## config.mk

```make
export PLATFORM = sky130hd
export DESIGN_NAME = reload_down_counter
export DESIGN_NICKNAME = d
export VERILOG_FILES = /design/src/rtl/rdc_pkg.sv /design/src/rtl/rdc_prescaler.sv /design/src/rtl/reload_down_counter.sv
export SDC_FILE = /design/constraint.sdc
export NUM_CORES = 1
export LEC_CHECK = 0
export CAP_MARGIN = 25
export CORE_MARGIN = 2
export CORE_UTILIZATION = 45
export CTS_CLUSTER_SIZE = 40
export DETAILED_ROUTE_END_ITERATION = 10
export PLACE_DENSITY = 0.73
export SLEW_MARGIN = 20
export SYNTH_ARGS = -nofsm -noshare
export SYNTH_HDL_FRONTEND = slang
export SYNTH_SLANG_ARGS = --single-unit
```

## constraint.sdc

```tcl
create_clock -name clk -period 1.8 [get_ports clk]
set_input_delay 0.54 -clock clk [delete_from_list [all_inputs] [get_ports clk]]
set_output_delay 0.54 -clock clk [all_outputs]
set_load 0.005 [all_outputs]
```

## src/rtl/rdc_pkg.sv

```systemverilog
// Shared types and defaults for the reload down-counter.
// The FSM encoding and default width live here so every file agrees.
package rdc_pkg;
    typedef enum logic [1:0] {
        IDLE = 2'd0,
        RUN  = 2'd1,
        HOLD = 2'd2
    } rdc_state_t;

    localparam int RDC_WIDTH_DEF = 4;
endpackage

```

## src/rtl/rdc_prescaler.sv

```systemverilog
// Tick generator: one tick every PRESCALE enabled cycles, cleared by clr.
// Only built when RELOAD_DOWN_COUNTER_PRESCALE_EN is defined.
module rdc_prescaler #(
    parameter int PRESCALE = 4
) (
    input  logic clk,
    input  logic reset,
    input  logic clr,
    input  logic en,
    output logic tick
);
    localparam int CW = (PRESCALE > 1) ? $clog2(PRESCALE) : 1;
    localparam logic [CW-1:0] LAST = CW'(PRESCALE - 1);

    logic [CW-1:0] cnt;

    always_ff @(posedge clk or posedge reset) begin
        if (reset)
            cnt <= '0;
        else if (clr)
            cnt <= '0;
        else if (en)
            cnt <= (cnt == LAST) ? '0 : cnt + CW'(1);
    end

    assign tick = en && (cnt == LAST);
endmodule

```

## src/rtl/reload_down_counter.sv

```systemverilog
// Down-counter with reload register, periodic/one-shot modes and pause/resume.
// Optional clock prescaler enabled by RELOAD_DOWN_COUNTER_PRESCALE_EN.
module reload_down_counter
    import rdc_pkg::*;
#(
    parameter int WIDTH = RDC_WIDTH_DEF
`ifdef RELOAD_DOWN_COUNTER_PRESCALE_EN
    , parameter int PRESCALE = 4
`endif
) (
    input  logic             clk,
    input  logic             reset,
    input  logic             load_i,
    input  logic [WIDTH-1:0] load_val,
    input  logic             start_i,
    input  logic             stop_i,
    input  logic             oneshot_i,
    output logic [WIDTH-1:0] count_o,
    output logic             tc_o,
    output logic             busy_o
);
    rdc_state_t       state, state_next;
    logic [WIDTH-1:0] count, count_next;
    logic [WIDTH-1:0] reload_ff, reload_next;
    logic             mode_ff, mode_next;
    logic             tc_ff, tc_next;
    logic             tick;
    logic             start_idle;
    logic             expire;

    // stop has priority over start in every state
    assign start_idle = (state == IDLE) && start_i && !stop_i;
    // a load in the same cycle suppresses decrement and terminal count
    assign expire     = (state == RUN) && !stop_i && !load_i && tick && (count == '0);

`ifdef RELOAD_DOWN_COUNTER_PRESCALE_EN
    rdc_prescaler #(
        .PRESCALE (PRESCALE)
    ) u_prescaler (
        .clk   (clk),
        .reset (reset),
        .clr   (load_i || start_idle),
        .en    ((state == RUN) && !stop_i),
        .tick  (tick)
    );
`else
    assign tick = (state == RUN);
`endif

    always_ff @(posedge clk or posedge reset) begin
        if (reset)
            state <= IDLE;
        else
            state <= state_next;
    end

    always_comb begin
        state_next = state;
        unique case (state)
            IDLE: if (start_i && !stop_i) state_next = RUN;
            RUN: begin
                if (stop_i)
                    state_next = HOLD;
                else if (expire && mode_ff)
                    state_next = IDLE;
            end
            HOLD: if (start_i && !stop_i) state_next = RUN;
            default: state_next = IDLE;
        endcase
    end

    always_comb begin
        busy_o  = (state != IDLE);
        count_o = count;
        tc_o    = tc_ff;
    end

    always_comb begin
        reload_next = reload_ff;
        count_next  = count;
        mode_next   = mode_ff;
        tc_next     = 1'b0;
        if (load_i) begin
            reload_next = load_val;
            count_next  = load_val;
        end
        if (start_idle) begin
            mode_next = oneshot_i;
            if (!load_i)
                count_next = reload_ff;
        end
        if ((state == RUN) && !stop_i && !load_i && tick) begin
            if (count != '0) begin
                count_next = count - 1'b1;
            end else begin
                tc_next    = 1'b1;
                count_next = mode_ff ? '0 : reload_ff;
            end
        end
    end

    always_ff @(posedge clk or posedge reset) begin
        if (reset) begin
            count     <= '0;
            reload_ff <= '0;
            mode_ff   <= 1'b0;
            tc_ff     <= 1'b0;
        end else begin
            count     <= count_next;
            reload_ff <= reload_next;
            mode_ff   <= mode_next;
            tc_ff     <= tc_next;
        end
    end
endmodule

```

==> flow_summary_export.csv, run 1 <==
group,metric,value,unit
synth,synth_nets,77,
finish,num-fill-cells,128,
pwr,leakage,0.000463,uW
finish,regArea,300,um2
synth,syn_inst,66,
routing,routedWlPerCell,13.1,um
place,numPlacedInstances,110,
sta,setup_viol,0,
critical_path,worstRegToRegCells,7,
critical_path,r2r-end,"count_o[0]",
grt,track_usage,19.9,%
finish,layout.nets,110,
sta,hold_violations,0,
hold_path,hp-class,"reg -> reg",
critical_path,required,1.26,ns
critical_path,criticalPathCategory,"reg -> out",
pwr,finalPower,877,uW
run_status,status,"completed",
grt,grt_remaining_overflow,0,
sta,rsz0062_at_grt,"false",
critical_path,worstSetupEndpointType,"output port",
sta,fin_crit_sh,97.8,%
routing,route.detailed.drc,0,
routing,vias_per_cell,5.17,
critical_path,cp-start-kind,"flip-flop",
synth,synth_top_cell_by_area,"dfrtp_1",
synth,synth.ff_latch_count,12,
sta,fmax,568,MHz
clocking,cts_tree,"done",
finish,multiInputGateArea,350,um2
hold_path,holdPathStages,1,
clocking,cts.clk_slew.worst_paths,0.08,ns
routing,drtIter0Drc,7,
clocking,cts-hold-fix-buffers,0,
hold_path,min_from,"reload_ff[1]",
sta,slew_headroom,68.5,%
routing,antenna_left,0,
grt,antenna_found_initial,0,
clocking,htreeDepth,1,
clocking,cts_root_buffer,"clkbuf_4",
sta,fin_crit,1.76,ns
floorplanning,ioPinCount,16,
sta,tightest_slew,0.472,ns
floorplanning,die_h,43,um
finish,fin_cells,114,
clocking,worst_skew_pair.late_latency,0.28,ns
place,dpl.hpwl,1.15,mm
synth,yosysWarnings,0,
synth,yosysTopAreaCellShare,43.9,%
grt,grt_max_degree,13,
clocking,numCtsBuffers,3,
floorplanning,dieArea,1850,um2
place,io_buffers,15,
sta,setup_tns,0,ns
finish,antenna_cells,0,
routing,detail_route.wirelength,1.50,mm
place,post_dp_cell_area,952,um2
sta,fin_skew,0.00844,ns
sta,fin_hold_ws,0.530,ns
synth,synthTopCellsByArea,"dfrtp_1 44%, mux2i_1 10%, mux2_2 8.2%",
floorplanning,coreArea,1470,um2
floorplanning,rows,14,
grt,grt_pass1_vias,609,
sta,slew_violations,0,
clocking,cts_buffer_depth,2,
critical_path,r2r-start,"count_o[0]",
critical_path,cp.arrival,1.22,ns
hold_path,min_to,"reload_ff[1]",
routing,first_pass_iters,4,
finish,final_layout_size_suffix_gt1_share,26.5,%
routing,vias,589,
synth,synth-seq-area-share,43.9,%
finish,fin_area,990,um2
pwr,power_density,886,nW/um2
run,max_cap_viol_count,0,
critical_path,r2r_setup_slack,0.16,ns
synth,syn_area_per_cell,10.4,um2
clocking,cts.sinks,12,
critical_path,crit_fanout,2,
finish,area_growth,44.6,%
floorplanning,die_x,43,um
place,place_congestion,0.858,
synth,ys_types,22,
pwr,vdd_drop_max,0.636,mV
floorplanning,start_util,46.5,%
grt,grt_pass1_wl,2.65,mm
synth,syn-cell-area,684,um2
-- area by class of cell --
type                       count  area share (%)
tap                           16            2.02
timing repair buffer          29            25.9
inverter                       7            2.65
clock buffer                   4            3.67
sequential                    12            30.3
multi-input combinational     46            35.4
-- registers in the layout, summed over array words and instances, names as in the netlist --
name and cells:
mode_ff 1, tc_o 1, count_o 4, state 2, reload_ff 4
-- cell usage after synthesis (all sizes together) --
library cell and count:
a21oi 4, nor2 6, nor3b 1, a31oi 3, or2 1, a311oi 1, nand4 1, nand2 4
nor4b 2, and2 1, buf 1, ha 1, mux2 5, nor2b 1, mux2i 7, nor3 1
o211ai 2, dfrtp 12, o22ai 1, inv 7, o21ai 4
-- worst max-delay path, cell delays in order, from the launching register on --
cell and delay, ns:
dfrtp_1 0.38, or2_2 0.29, dlygate4sd2_1 0.26
-- through the flow --
step           util, %  setup WS (ns)
3_5_place_dp      64.7         -0.187
2_1_floorplan        -          0.200
5_1_grt           67.3        0.00203
4_1_cts           67.1         0.0257
6_report          67.3         0.0395
3_3_place_gp      64.7         -0.142
-- metal layers --
metal  GRT usage, %  wire length [um]  vias up
met3           2.98                48        5
met2           34.5               761       12
li1               -                 -      301
met4           10.9                34        0
met5              0                 0        -
met1           23.1               650      271
-- where the power goes --
part           switching (uW)  total, uW  internal, uW
Sequential               32.8        343           311
Clock                    98.4        222           123
Combinational             140        312           172
-- worst max-delay path by stage --
stage          cells past startpoint  startpoint         end
3_3_place_gp                       4      load_i  count_o[2]
3_5_place_dp                       4      load_i  count_o[2]
2_1_floorplan                      3      load_i  count_o[2]
6_report                           2    state[1]      busy_o
4_1_cts                            1  count_o[0]  count_o[0]
5_1_grt                            2    state[1]      busy_o
-- repair_timing --
item | 4_1_cts | 5_1_grt
setup buffers | 0 | 0
endpoints found under the hold margin | 0 | 0
endpoints found under the setup margin | 1 | 1
pin swaps | 0 | 0
gates resized for setup | 1 | 1
-- layout by cell type, fill, tap and decap left out, types with 4 or more instances in the layout --
master | Yosys | final
a21oi_1 | 4 | 4
buf_4 | 1 | 14
clkdlybuf4s50_1 | 0 | 13
dfrtp_1 | 12 | 12
inv_1 | 7 | 7
mux2_2 | 5 | 5
mux2i_1 | 7 | 7
nand2_1 | 4 | 4
nor2_1 | 6 | 6
-- kinds of logic after synthesis --
logic type,synth area share [%]
multiplexers,18.5
flip-flops,43.9
AO/OA/AOI/OAI,13.0
buffers and inverters,4.94
AND/OR/NAND/NOR,17.9
adder cells (fa/ha/maj),1.83
Note: power is estimated with default switching activity, not from simulation.
==> run 2: changes to the inputs <==
CELL_PAD_IN_SITES_DETAIL_PLACEMENT = 0   (was unset)
CELL_PAD_IN_SITES_GLOBAL_PLACEMENT = 1   (was unset)
CORE_UTILIZATION = 36   (was 45)
PLACE_DENSITY = unset   (was 0.73)
PLACE_DENSITY_LB_ADDON = 0.1   (was unset)
==> flow_summary_export.csv, run 2 (synthesis results as in run 1) <==
group,metric,value,unit
floorplanning,rows,15,
clocking,cts.sinks,12,
grt,grt_pass1_vias,503,
hold_path,hp-class,"reg -> reg",
clocking,cts-hold-fix-buffers,0,
finish,final_common_cell,"clkdlybuf4s50_1",
grt,grt_max_degree,13,
sta,slew_violations,0,
run_status,status,"completed",
pwr,finalPower,804,uW
grt,grt_pass1_wl,2.19,mm
routing,routedWlPerCell,11.7,um
critical_path,crit_family,"buffers and inverters",
critical_path,cp.arrival,1.19,ns
sta,setup_viol,0,
clocking,cts_root_buffer,"clkbuf_4",
pwr,power_density,824,nW/um2
sta,slew_headroom,70.1,%
finish,final_layout_size_suffix_gt1_share,24.5,%
pwr,leakage,0.000434,uW
clocking,cts_tree,"done",
sta,fin_crit,1.73,ns
critical_path,worstSetupEndpointType,"output port",
critical_path,cp-start-kind,"flip-flop",
pwr,swShare,30.6,%
sta,rsz0062_at_grt,"false",
place,place_congestion,0.809,
finish,layout_common_cells,"14 x clkdlybuf4s50_1, 11 x dfrtp_1, 10 x buf_4",
routing,route.detailed.drc,0,
pwr,p_int,558,uW
floorplanning,ioPinCount,16,
routing,vias_per_cell,4.82,
routing,vias,573,
clocking,htreeDepth,1,
pwr,pwr-share-seq,43.0,%
critical_path,critical_path_buf_inv_count,1,
finish,layout.nets,107,
floorplanning,coreArea,1760,um2
pwr,vdd_drop_max,0.501,mV
critical_path,criticalPathCategory,"reg -> out",
routing,antenna_left,0,
floorplanning,die_x,47.6,um
sta,fmax,577,MHz
routing,drtIter0Drc,6,
critical_path,slowest_stage,"clkdlybuf4s50_1",
grt,grt_remaining_overflow,0,
pwr,p_comb_share,37.9,%
sta,fin_skew,0.00147,ns
critical_path,crit_fanout,5,
sta,tightest_slew,0.448,ns
run,max_cap_viol_count,0,
grt,antenna_found_initial,0,
place,dpl.hpwl,1.07,mm
floorplanning,dieArea,2270,um2
finish,antenna_cells,0,
sta,setup_ws,0.0654,ns
place,io_buffers,15,
clocking,numCtsBuffers,3,
finish,area_growth,42.6,%
finish,regArea,302,um2
finish,multiInputGateArea,350,um2
finish,final_core_util,55.3,%
critical_path,max_stage_delay,0.52,ns
floorplanning,die_h,47.6,um
clocking,cts_buffer_depth,2,
sta,hold_violations,0,
sta,fin_crit_sh,96.4,%
finish,num-fill-cells,177,
grt,track_usage,14.1,%
clocking,cts.clk_slew.worst_paths,0.07,ns
pwr,p_clk_share,19.1,%
critical_path,path_cells,"clkdlybuf4s50_1",
floorplanning,start_util,38.8,%
routing,first_pass_iters,6,
place,preCtsSetupSlack,-0.195,ns
pwr,switchingPower,246,uW
clocking,worst_skew_pair.late_latency,0.26,ns
critical_path,required,1.26,ns
routing,detail_route.wirelength,1.39,mm
[run 2: path summary, 6_finish.rpt]
path	slack, ns	depth (start not counted)	to	start
min in group asynchronous	0.58	2	state[1]	reset
hold / removal	0.53	1	reload_ff[1]	reload_ff[1]
setup / recovery	0.07	1	count_o[0]	count_o[0]
max in group asynchronous	0.89	2	count_o[0]	reset
setup reg to reg	0.26	7	state[0]	count_o[0]
hold reg to reg	0.53	1	reload_ff[1]	reload_ff[1]
[run 2: through the flow]
step                      cell area (um2)  setup TNS (ns)  cells  hold slack, ns
after CTS                             975               0    119           0.529
after global routing                  976               0    119           0.545
after detailed placement              953          -0.807    116           0.514
after global placement                953          -0.756    116           0.513
after floorplan                       684               0     66           0.405
final                                 976               0    119           0.527
[run 2: layout make-up]
type                       instances  area share [%]
clock buffer                       3            2.31
tap                               25            3.21
inverter                           7            2.69
timing repair buffer              26            25.0
multi-input combinational         46            35.9
sequential                        12            30.9
[run 2: power by group through the flow]
stage / clock (uW) / combinational (uW) / sequential (uW)
CTS: 162 / 308 / 345
detailed placement: 0 / 309 / 350
global placement: 0 / 313 / 350
floorplan: 0 / 154 / 357
global route: 178 / 345 / 350
finish: 154 / 305 / 346
[run 2: what timing repair did]
item,in CTS,in global routing
gates resized for setup,1,1
pin swaps,0,0
setup buffers,0,0
endpoints found under the setup margin,1,1
cloned,0,0
[run 2: layer usage]
metal	vias up	track usage, %	share of wire [%]
met5	-	0	0
met4	0	6.49	0.72
met3	2	2.26	5.1
met2	15	21.1	47
met1	261	20.0	48
li1	295	-	-
